==> src/rtl/alt_s1_pkg.sv <==
// Shared definitions for the s1-calculator initiator: default widths,
// controller state encoding and the per-window snapshot record.
package alt_s1_pkg;

  localparam int NV_W_DEF    = 21;
  localparam int NU_W_DEF    = 25;
  localparam int NO_W_DEF    = 21;
  localparam int S1_W_DEF    = 32;
  localparam int TIMEOUT_DEF = 64;
  localparam int DROP_W_DEF  = 8;

  typedef enum logic [1:0] {
    IDLE   = 2'd0,
    LAUNCH = 2'd1,
    WAIT   = 2'd2,
    DONE   = 2'd3
  } state_e;

  // Closed-window record at the default widths: three counts plus the
  // "some counter saturated" flag.
  typedef struct packed {
    logic [NV_W_DEF-1:0] nv;
    logic [NU_W_DEF-1:0] nu;
    logic [NO_W_DEF-1:0] no;
    logic                sat;
  } snap_t;

endpackage

==> src/rtl/alt_sat_cnt.sv <==
// Saturating event counter for one detection class. The count output is the
// window total including the current cycle's event, so a window closed in the
// same cycle as an event still sees it.
module alt_sat_cnt #(
  parameter int W = 8
) (
  input  logic         clk,
  input  logic         rst,
  input  logic         inc,
  input  logic         clr,
  output logic [W-1:0] count,
  output logic         sat_hit
);

  logic [W-1:0] cnt_q;
  logic [W-1:0] cnt_d;
  logic         at_max_s;

  assign at_max_s = &cnt_q;
  assign sat_hit  = inc & at_max_s;

  // Window total including this cycle's event, pinned at all-ones once full.
  always_comb begin
    if (inc && !at_max_s) begin
      count = cnt_q + W'(1);
    end else begin
      count = cnt_q;
    end
  end

  // A closing window restarts the count at zero on the next cycle.
  always_comb begin
    if (clr) begin
      cnt_d = {W{1'b0}};
    end else begin
      cnt_d = count;
    end
  end

  // Counter register.
  always_ff @(posedge clk) begin
    if (rst) begin
      cnt_q <= {W{1'b0}};
    end else begin
      cnt_q <= cnt_d;
    end
  end

endmodule

==> src/rtl/alt_s1_ctrl.sv <==
// Initiator side of the s1-calculator handshake. Counts v/u/o events per
// block window, queues closed windows (one snapshot plus one pending slot),
// launches the calculator and reports one result strobe per launched window.
module alt_s1_ctrl
  import alt_s1_pkg::*;
#(
  parameter int NV_W        = NV_W_DEF,
  parameter int NU_W        = NU_W_DEF,
  parameter int NO_W        = NO_W_DEF,
  parameter int S1_W        = S1_W_DEF,
  parameter int TIMEOUT_CYC = TIMEOUT_DEF,
  parameter int DROP_W      = DROP_W_DEF
) (
  input  logic              clk,
  input  logic              rst,
  input  logic              i_evt_v,
  input  logic              i_evt_u,
  input  logic              i_evt_o,
  input  logic              i_blk_end,
  output logic [NV_W-1:0]   o_nv,
  output logic [NU_W-1:0]   o_nu,
  output logic [NO_W-1:0]   o_no,
  output logic              o_start,
  input  logic [S1_W-1:0]   i_s1,
  input  logic              i_s1_vld,
  input  logic              i_s1_error,
  output logic [S1_W-1:0]   o_res,
  output logic              o_res_vld,
  output logic              o_res_err,
  output logic              o_timeout,
  output logic              o_busy,
  output logic [DROP_W-1:0] o_drop_cnt
);

  localparam int TMR_W = $clog2(TIMEOUT_CYC + 1);

  // Same shape as snap_t, sized to this instance's counter widths.
  typedef struct packed {
    logic [NV_W-1:0] nv;
    logic [NU_W-1:0] nu;
    logic [NO_W-1:0] no;
    logic            sat;
  } win_t;

  logic [NV_W-1:0] cnt_v_s;
  logic [NU_W-1:0] cnt_u_s;
  logic [NO_W-1:0] cnt_o_s;
  logic            hit_v_s, hit_u_s, hit_o_s;
  logic            win_sat_s;
  win_t            win_s;

  state_e             state_q, state_d;
  logic [TMR_W-1:0]   timer_q, timer_d;
  logic               sat_q, sat_d;
  win_t               snap_q, snap_d;
  logic               snap_vld_q, snap_vld_d;
  win_t               pend_q, pend_d;
  logic               pend_vld_q, pend_vld_d;
  logic [DROP_W-1:0]  drop_q, drop_d;
  logic [NV_W-1:0]    nv_q, nv_d;
  logic [NU_W-1:0]    nu_q, nu_d;
  logic [NO_W-1:0]    no_q, no_d;
  logic               start_q, start_d;
  logic [S1_W-1:0]    res_q, res_d;
  logic               res_vld_q, res_vld_d;
  logic               res_err_q, res_err_d;
  logic               timeout_q, timeout_d;
  logic               busy_q, busy_d;

  alt_sat_cnt #(.W(NV_W)) u_cnt_v (
    .clk(clk), .rst(rst), .inc(i_evt_v), .clr(i_blk_end),
    .count(cnt_v_s), .sat_hit(hit_v_s)
  );
  alt_sat_cnt #(.W(NU_W)) u_cnt_u (
    .clk(clk), .rst(rst), .inc(i_evt_u), .clr(i_blk_end),
    .count(cnt_u_s), .sat_hit(hit_u_s)
  );
  alt_sat_cnt #(.W(NO_W)) u_cnt_o (
    .clk(clk), .rst(rst), .inc(i_evt_o), .clr(i_blk_end),
    .count(cnt_o_s), .sat_hit(hit_o_s)
  );

  // The closing window's sat flag includes a saturation hit in its last cycle.
  assign win_sat_s = sat_q | hit_v_s | hit_u_s | hit_o_s;
  assign win_s     = '{nv: cnt_v_s, nu: cnt_u_s, no: cnt_o_s, sat: win_sat_s};
  assign sat_d     = i_blk_end ? 1'b0 : win_sat_s;

  // Handshake sequencing, window queueing and result capture.
  always_comb begin
    state_d    = state_q;
    timer_d    = timer_q;
    snap_d     = snap_q;
    snap_vld_d = snap_vld_q;
    pend_d     = pend_q;
    pend_vld_d = pend_vld_q;
    drop_d     = drop_q;
    nv_d       = nv_q;
    nu_d       = nu_q;
    no_d       = no_q;
    start_d    = 1'b0;
    res_d      = res_q;
    res_vld_d  = 1'b0;
    res_err_d  = res_err_q;
    timeout_d  = timeout_q;

    case (state_q)
      IDLE: begin
        if (snap_vld_q) begin
          // Outputs for the LAUNCH cycle are registered on entry to it.
          state_d = LAUNCH;
          start_d = 1'b1;
          nv_d    = snap_q.nv;
          nu_d    = snap_q.nu;
          no_d    = snap_q.no;
        end else begin
          state_d = IDLE;
        end
      end
      LAUNCH: begin
        timer_d = {TMR_W{1'b0}};
        state_d = WAIT;
      end
      WAIT: begin
        if (i_s1_vld) begin
          // A response in the timeout cycle still wins.
          res_d     = i_s1;
          res_err_d = i_s1_error | snap_q.sat;
          timeout_d = 1'b0;
          res_vld_d = 1'b1;
          state_d   = DONE;
        end else if (timer_q == TMR_W'(TIMEOUT_CYC)) begin
          res_err_d = 1'b1;
          timeout_d = 1'b1;
          res_vld_d = 1'b1;
          state_d   = DONE;
        end else begin
          timer_d = timer_q + TMR_W'(1);
        end
      end
      DONE: begin
        snap_d     = pend_q;
        snap_vld_d = pend_vld_q;
        pend_vld_d = 1'b0;
        state_d    = IDLE;
      end
      default: begin
        state_d = IDLE;
      end
    endcase

    // A closing window sees the slots as freed by DONE in the same cycle.
    if (i_blk_end) begin
      if (!snap_vld_d) begin
        snap_d     = win_s;
        snap_vld_d = 1'b1;
      end else if (!pend_vld_d) begin
        pend_d     = win_s;
        pend_vld_d = 1'b1;
      end else if (!(&drop_q)) begin
        drop_d = drop_q + DROP_W'(1);
      end else begin
        drop_d = drop_q;
      end
    end else begin
      drop_d = drop_q;
    end

    busy_d = (state_d != IDLE) | snap_vld_d | pend_vld_d;
  end

  // State, queue slots and registered outputs.
  always_ff @(posedge clk) begin
    if (rst) begin
      state_q    <= IDLE;
      timer_q    <= {TMR_W{1'b0}};
      sat_q      <= 1'b0;
      snap_q     <= '0;
      snap_vld_q <= 1'b0;
      pend_q     <= '0;
      pend_vld_q <= 1'b0;
      drop_q     <= {DROP_W{1'b0}};
      nv_q       <= {NV_W{1'b0}};
      nu_q       <= {NU_W{1'b0}};
      no_q       <= {NO_W{1'b0}};
      start_q    <= 1'b0;
      res_q      <= {S1_W{1'b0}};
      res_vld_q  <= 1'b0;
      res_err_q  <= 1'b0;
      timeout_q  <= 1'b0;
      busy_q     <= 1'b0;
    end else begin
      state_q    <= state_d;
      timer_q    <= timer_d;
      sat_q      <= sat_d;
      snap_q     <= snap_d;
      snap_vld_q <= snap_vld_d;
      pend_q     <= pend_d;
      pend_vld_q <= pend_vld_d;
      drop_q     <= drop_d;
      nv_q       <= nv_d;
      nu_q       <= nu_d;
      no_q       <= no_d;
      start_q    <= start_d;
      res_q      <= res_d;
      res_vld_q  <= res_vld_d;
      res_err_q  <= res_err_d;
      timeout_q  <= timeout_d;
      busy_q     <= busy_d;
    end
  end

  assign o_nv       = nv_q;
  assign o_nu       = nu_q;
  assign o_no       = no_q;
  assign o_start    = start_q;
  assign o_res      = res_q;
  assign o_res_vld  = res_vld_q;
  assign o_res_err  = res_err_q;
  assign o_timeout  = timeout_q;
  assign o_busy     = busy_q;
  assign o_drop_cnt = drop_q;

endmodule

==> config.mk <==
export PLATFORM = sky130hd
export DESIGN_NAME = alt_s1_ctrl
export DESIGN_NICKNAME = d
export VERILOG_FILES = /design/src/rtl/alt_s1_pkg.sv /design/src/rtl/alt_sat_cnt.sv /design/src/rtl/alt_s1_ctrl.sv
export SDC_FILE = /design/constraint.sdc
export NUM_CORES = 1
export LEC_CHECK = 0
export ABC_AREA = 1
export CAP_MARGIN = 30
export CORE_MARGIN = 5
export CORE_UTILIZATION = 62
export CTS_BUF_LIST = sky130_fd_sc_hd__clkbuf_16
export DETAILED_ROUTE_END_ITERATION = 6
export PLACE_DENSITY = 0.87
export SLEW_MARGIN = 20
export SYNTH_ARGS = -nofsm -noshare
export SYNTH_HDL_FRONTEND = slang
export SYNTH_SLANG_ARGS = --single-unit
==> constraint.sdc <==
create_clock -name clk -period 3.2 [get_ports clk]
set_clock_uncertainty 0.1 [all_clocks]
set_input_delay 0.64 -clock clk [delete_from_list [all_inputs] [get_ports clk]]
set_output_delay 0.64 -clock clk [all_outputs]
set_load 0.005 [all_outputs]
==> reports/qor.yml, run 1 <==
clocking:
  cts_tree: "built"
  htree_levels: 2
  holdBufCountCts: 0
  cts.sinks: 327
  cts.path.max_buffers: 3
  clockRootBuffer: "clkbuf_16"
  cts-resized-gates: 0
  clkTransAtPathRegs_ps: 60
  numCtsBuffers: 35
  post_cts_buffers: 0
  clkLatencyLatePin_ps: 520
sta:
  slew_headroom: 0.4603
  min_period_ps: 2609
  hold_viol: 0
  rsz0062_at_grt: "no"
  worstMarginPinSlew_ps: 809.5
  period_share: 0.8154
  setup_viol_count_final: 0
  finalMaxSlewViolations: 0
  clock.fmax_ghz: 0.3832
  timing.hold.ws_ps: 359.1
  timing.setup.tns_ps: 0
placed_design:
  place_hpwl_mm: 24.33
  routabilityCongestion: 0.9097
  numPortBuffers: 151
  placedInstanceArea_um2: 16510
logic_synthesis:
  synth.yosys.warnings: 0
  synth-seq-area-share: 0.4396
  postSynthAreaPerCell_um2: 6.894
  yosysTopAreaCell: "dfxtp_1"
  synthDominantCellAreaShare: 0.4396
  syn_area_um2: 14890
  synth_nets: 2211
  synth.area.top_cells: "dfxtp_1 44%, nand2_1 12%, nor2_1 9.9%, nand3_1 5.6%, inv_1 5.4%"
  synth_cells: 2160
  ys_types: 38
  synth_seq_cells: 327
worst_setup_path:
  cp.required_ps: 3510
  cp.arrival_ps: 2920
  cp_num_buf_inv: 4
  cp-start-kind: "flip-flop"
  crit_start: "state_q[0]"
  path_cells: "ha_2 > nand2_1 > o21ai_1 > inv_2 > nand2_1 > nor2_4 > buf_4 > inv_2 > a21oi_1 > nand2_1 > inv_1"
  slowest_delay_ps: 510
  crit_family: "buffers and inverters"
  cp_max_fo: 32
  reg2reg_from: "state_q[0]"
  cp_slowest_cell: "ha_2"
  path_common_cell: "nand2_1"
  worstSetupEndpointType: "flip-flop"
  crit_type: "reg -> reg"
power:
  power.leakage_nw: 7.483
  ir_drop_uv: 411.1
  p_per_area_nw_per_um2: 533.8
detailed_routing:
  drt-pass1-iter-count: 6
  final_antenna_net_count: 0
  vias: 13990
  wire_per_inst_um: 14.03
  drt-vias-per-instance: 5.373
  post-route-drc-count: 0
  wl_mm: 36.52
  drt_iter0_drc: 1054
global_route:
  grt.total_usage: 0.2664
  overflow: 0
  grt_pass1_wl_mm: 61.50
  antenna_found_initial: 0
  grt_max_degree: 69
  grt_pass1_vias: 13400
run:
  cap_violations: 0
die:
  core-area_um2: 23540
  row_count: 56
  die_area_um2: 27220
  start_util: 0.6325
  die_h_um: 165.0
  ioPinCount: 152
  die_w_um: 165.0
worst_hold_path:
  hold_class: "reg -> reg"
  holdCritStartpoint: "snap_q[48]"
layout:
  n_antenna_cell: 0
  syn_to_final_growth_pct: 18.02
  mostFrequentLayoutCell: "nand2_1"
  drive_gt1_frac: 0.06740
  finalInstanceArea_um2: 17580
  nFillCells: 1829
  mostFrequentLayoutCells: "463 x nand2_1, 391 x nor2_1, 327 x dfxtp_1"
  nets: 2314
run_status:
  status: "completed"
[synth_stat cells]
cell type	instances
nand3_1	166
o21ai_0	148
a211oi_1	3
nor2_2	9
nand3b_1	3
and3_1	1
nor4_1	1
inv_1	215
nand3_2	2
clkbuf_1	72
nand4_1	15
buf_12	2
xor2_1	23
nor2_1	391
a31oi_1	36
nand2_8	1
inv_4	1
buf_1	6
nor3b_2	1
buf_6	5
clkinv_1	1
a21oi_1	132
o21bai_1	1
ha_1	11
nand2_4	14
xnor2_1	22
nor3_2	1
nand2_2	37
buf_2	22
o211ai_1	4
nor2_4	4
a21oi_2	1
dfxtp_1	327
nand2_1	466
nor3_1	5
inv_2	8
o21ai_1	2
a21o_1	1
[through the flow]
step / total power [mW] / instances / util / worst slack (ps)
global route: 9.801 / 2604 / 0.7465 / 361.0
global placement: 5.616 / 2545 / 0.7012 / 640.0
detailed placement: 5.661 / 2545 / 0.7012 / 599.1
finish: 9.382 / 2604 / 0.7465 / 590.6
CTS: 9.441 / 2604 / 0.7465 / 622.3
floorplan: 5.194 / 2160 / - / 1375
[logic make-up (layout without fill, tap and decap cells)]
group | Yosys count | count (layout) | synth area share
and+or+nand+nor | 1117 | 1117 | 0.3193
buffers and inverters | 332 | 457 | 0.09040
AOI/OAI and AO/OA | 328 | 328 | 0.1150
DFF | 327 | 327 | 0.4396
xor gates and xnor gates | 45 | 45 | 0.02647
adders and majority gates | 11 | 11 | 0.009242
[final timing paths]
kind	end	slack [ps]	cells after the start
max reg2reg	pend_q[63]	590	11
min reg2reg	o_nv[1]	360	2
max	pend_q[63]	590	11
min	o_nv[1]	360	2
[report_power, final]
part | leakage [nW] | internal, mW | switching (mW)
Sequential | 2.67 | 4.32 | 0.129
Clock | 0.554 | 2.20 | 1.60
Combinational | 4.26 | 0.497 | 0.640
Total | 7.48 | 7.02 | 2.37
[flip-flops by register name, summed over array words and instances, names as in the netlist, 2 cells and up]
register and count:
pend_q 68, snap_q 68, o_res 32, o_nu 25, u_cnt_u.cnt_q 25, o_no 21
o_nv 21, u_cnt_o.cnt_q 21, u_cnt_v.cnt_q 21, o_drop_cnt 8, timer_q 7, state_q 2
[area by class of cell]
type                       count  area (um^2)  share of cell area
inverter                     225        848.3             0.04827
multi-input combinational   1501         7014              0.3991
clock buffer                  36        900.9             0.05126
tap                          319        399.1             0.02271
sequential                   327         6546              0.3725
clock inverter                23        167.7            0.009539
timing repair buffer         173         1699             0.09668
[routing by layer]
| metal | up-vias | track usage | part of all wire |
|---|---|---|---|
| li1 | 7039 | - | - |
| met1 | 6465 | 0.3283 | 0.43 |
| met2 | 422 | 0.4716 | 0.49 |
| met3 | 65 | 0.04617 | 0.064 |
| met4 | 0 | 0.08696 | 0.022 |
| met5 | - | 0 | 0 |
[tightest hold or removal path, cell delays in order (launching register included)]
cell,delay [ps]
dfxtp_1,290
inv_1,60
a21oi_1,60
Power figures use the tool's default switching activity.
==> inputs of run 2 (changes only) <==
Settings changed: CORE_UTILIZATION 62 to 57, PLACE_DENSITY 0.87 to 0.81.
Clock period 3.2 ns to 2.41 ns, I/O delays scaled along.
==> reports/qor.yml, run 2 (same netlist as run 1, synthesis figures left out) <==
detailed_routing:
  drt-pass1-iter-count: 5
  final_antenna_net_count: 0
  wl_mm: 36.90
  post-route-drc-count: 0
  drt_iter0_drc: 888
  wire_per_inst_um: 14.00
  drt-vias-per-instance: 5.254
  vias: 13840
power:
  p_per_area_nw_per_um2: 716.7
  switching_share: 0.2480
  intPower_mw: 9.637
  seqPwrFrac: 0.461
  clockPowerShare: 0.418
  power_mw: 12.81
  comb_power_share: 0.121
  netSwitchingPower_mw: 3.178
  ir_drop_uv: 636.9
  power.leakage_nw: 7.600
clocking:
  clkLatencyLatePin_ps: 510
  cts.path.max_buffers: 3
  clkTransAtPathRegs_ps: 60
  cts_tree: "built"
  numCtsBuffers: 35
  clockRootBuffer: "clkbuf_16"
  holdBufCountCts: 0
  htree_levels: 2
  cts.sinks: 327
die:
  die_h_um: 171.6
  die_w_um: 171.6
  ioPinCount: 152
  row_count: 59
  die_area_um2: 29460
  core-area_um2: 25910
  start_util: 0.5747
global_route:
  grt_pass1_wl_mm: 61.91
  overflow: 0
  grt_max_degree: 130
  grt_pass1_vias: 13250
  grt.total_usage: 0.2466
  antenna_found_initial: 0
run_status:
  status: "completed"
layout:
  mostFrequentLayoutCells: "463 x nand2_1, 391 x nor2_1, 327 x dfxtp_1"
  finalInstanceArea_um2: 17880
  mostFrequentLayoutCell: "nand2_1"
  layoutNonFillerInstCount: 2635
  syn_to_final_growth_pct: 20.07
  n_antenna_cell: 0
  nets: 2325
  drive_gt1_frac: 0.07348
sta:
  period_share: 0.8982
  hold_viol: 0
  worstMarginPinSlew_ps: 719.4
  clock.fmax_ghz: 0.4620
  min_period_ps: 2165
  finalMaxSlewViolations: 0
  rsz0062_at_grt: "no"
  setup_viol_count_final: 0
  slew_headroom: 0.5204
placed_design:
  numPortBuffers: 151
  placedInstanceArea_um2: 16720
  place_inst: 2572
  routabilityCongestion: 0.9302
  place_hpwl_mm: 24.43
worst_setup_path:
  crit_type: "reg -> reg"
  cp.required_ps: 2720
  cp_max_fo: 16
  cp.arrival_ps: 2470
  cp-start-kind: "flip-flop"
  worstSetupEndpointType: "flip-flop"
worst_hold_path:
  hold_class: "reg -> reg"
run:
  cap_violations: 0
## run 2: worst paths after layout
path,start,to,slack (ps),cells after the start
setup reg to reg,u_cnt_o.cnt_q[0],pend_q[15],250,12
hold reg to reg,timer_q[3],timer_q[3],370,2
hold / removal,timer_q[3],timer_q[3],370,2
setup / recovery,u_cnt_o.cnt_q[0],pend_q[15],250,12
## run 2: metrics by stage
step,hold slack (ps),setup TNS (ps),utilization,worst slack (ps)
finish,365.6,0,0.6901,245.4
global route,397.6,0,0.6901,50.38
CTS,366.8,0,0.6897,154.5
detailed placement,358.2,-35.39,0.6454,-18.50
global placement,347.1,0,0.6454,15.85
floorplan,330.4,0,-,585.2
## run 2: critical path, cell delays in order (launching register included)
cell     delay, ps
dfxtp_1        420
ha_1           310
nand3_2        140
inv_2          100
nand2_4         80
nor2_4         130
nand2_2         80
nand2_2        160
inv_2          170
nand2_1        160
nand3_1         90
nand2_1         70
inv_1           40
## run 2: routing by layer
layer	global-route usage	vias up	wire length [um]
met3	0.03723	55	2433
met1	0.3201	6351	16260
met5	0	-	0
met4	0.06752	0	712
li1	-	7055	-
met2	0.4290	383	17500
## run 2: repair_timing
action	in CTS	in global routing
gates resized for setup	0	2
setup buffers	0	0
setup endpoints to repair	0	6
hold endpoints to repair	0	0
## run 2: cell type report
cell class / instances / area [um^2]
clock inverter: 26 / 221.5
clock buffer: 37 / 925.9
timing repair buffer: 184 / 1898
sequential: 327 / 6546
tap: 335 / 419.2
fill: 2184 / 8030
inverter: 225 / 848.3
multi-input combinational: 1501 / 7022
## run 2: power by group through the flow
stage / registers [mW] / logic [mW] / clock network (mW)
after floorplan: 6.00 / 0.897 / 0
after global placement: 6.01 / 1.50 / 0
after detailed placement: 6.02 / 1.53 / 0
after CTS: 5.90 / 1.55 / 5.47
after global routing: 5.94 / 1.74 / 5.70
final: 5.91 / 1.55 / 5.36
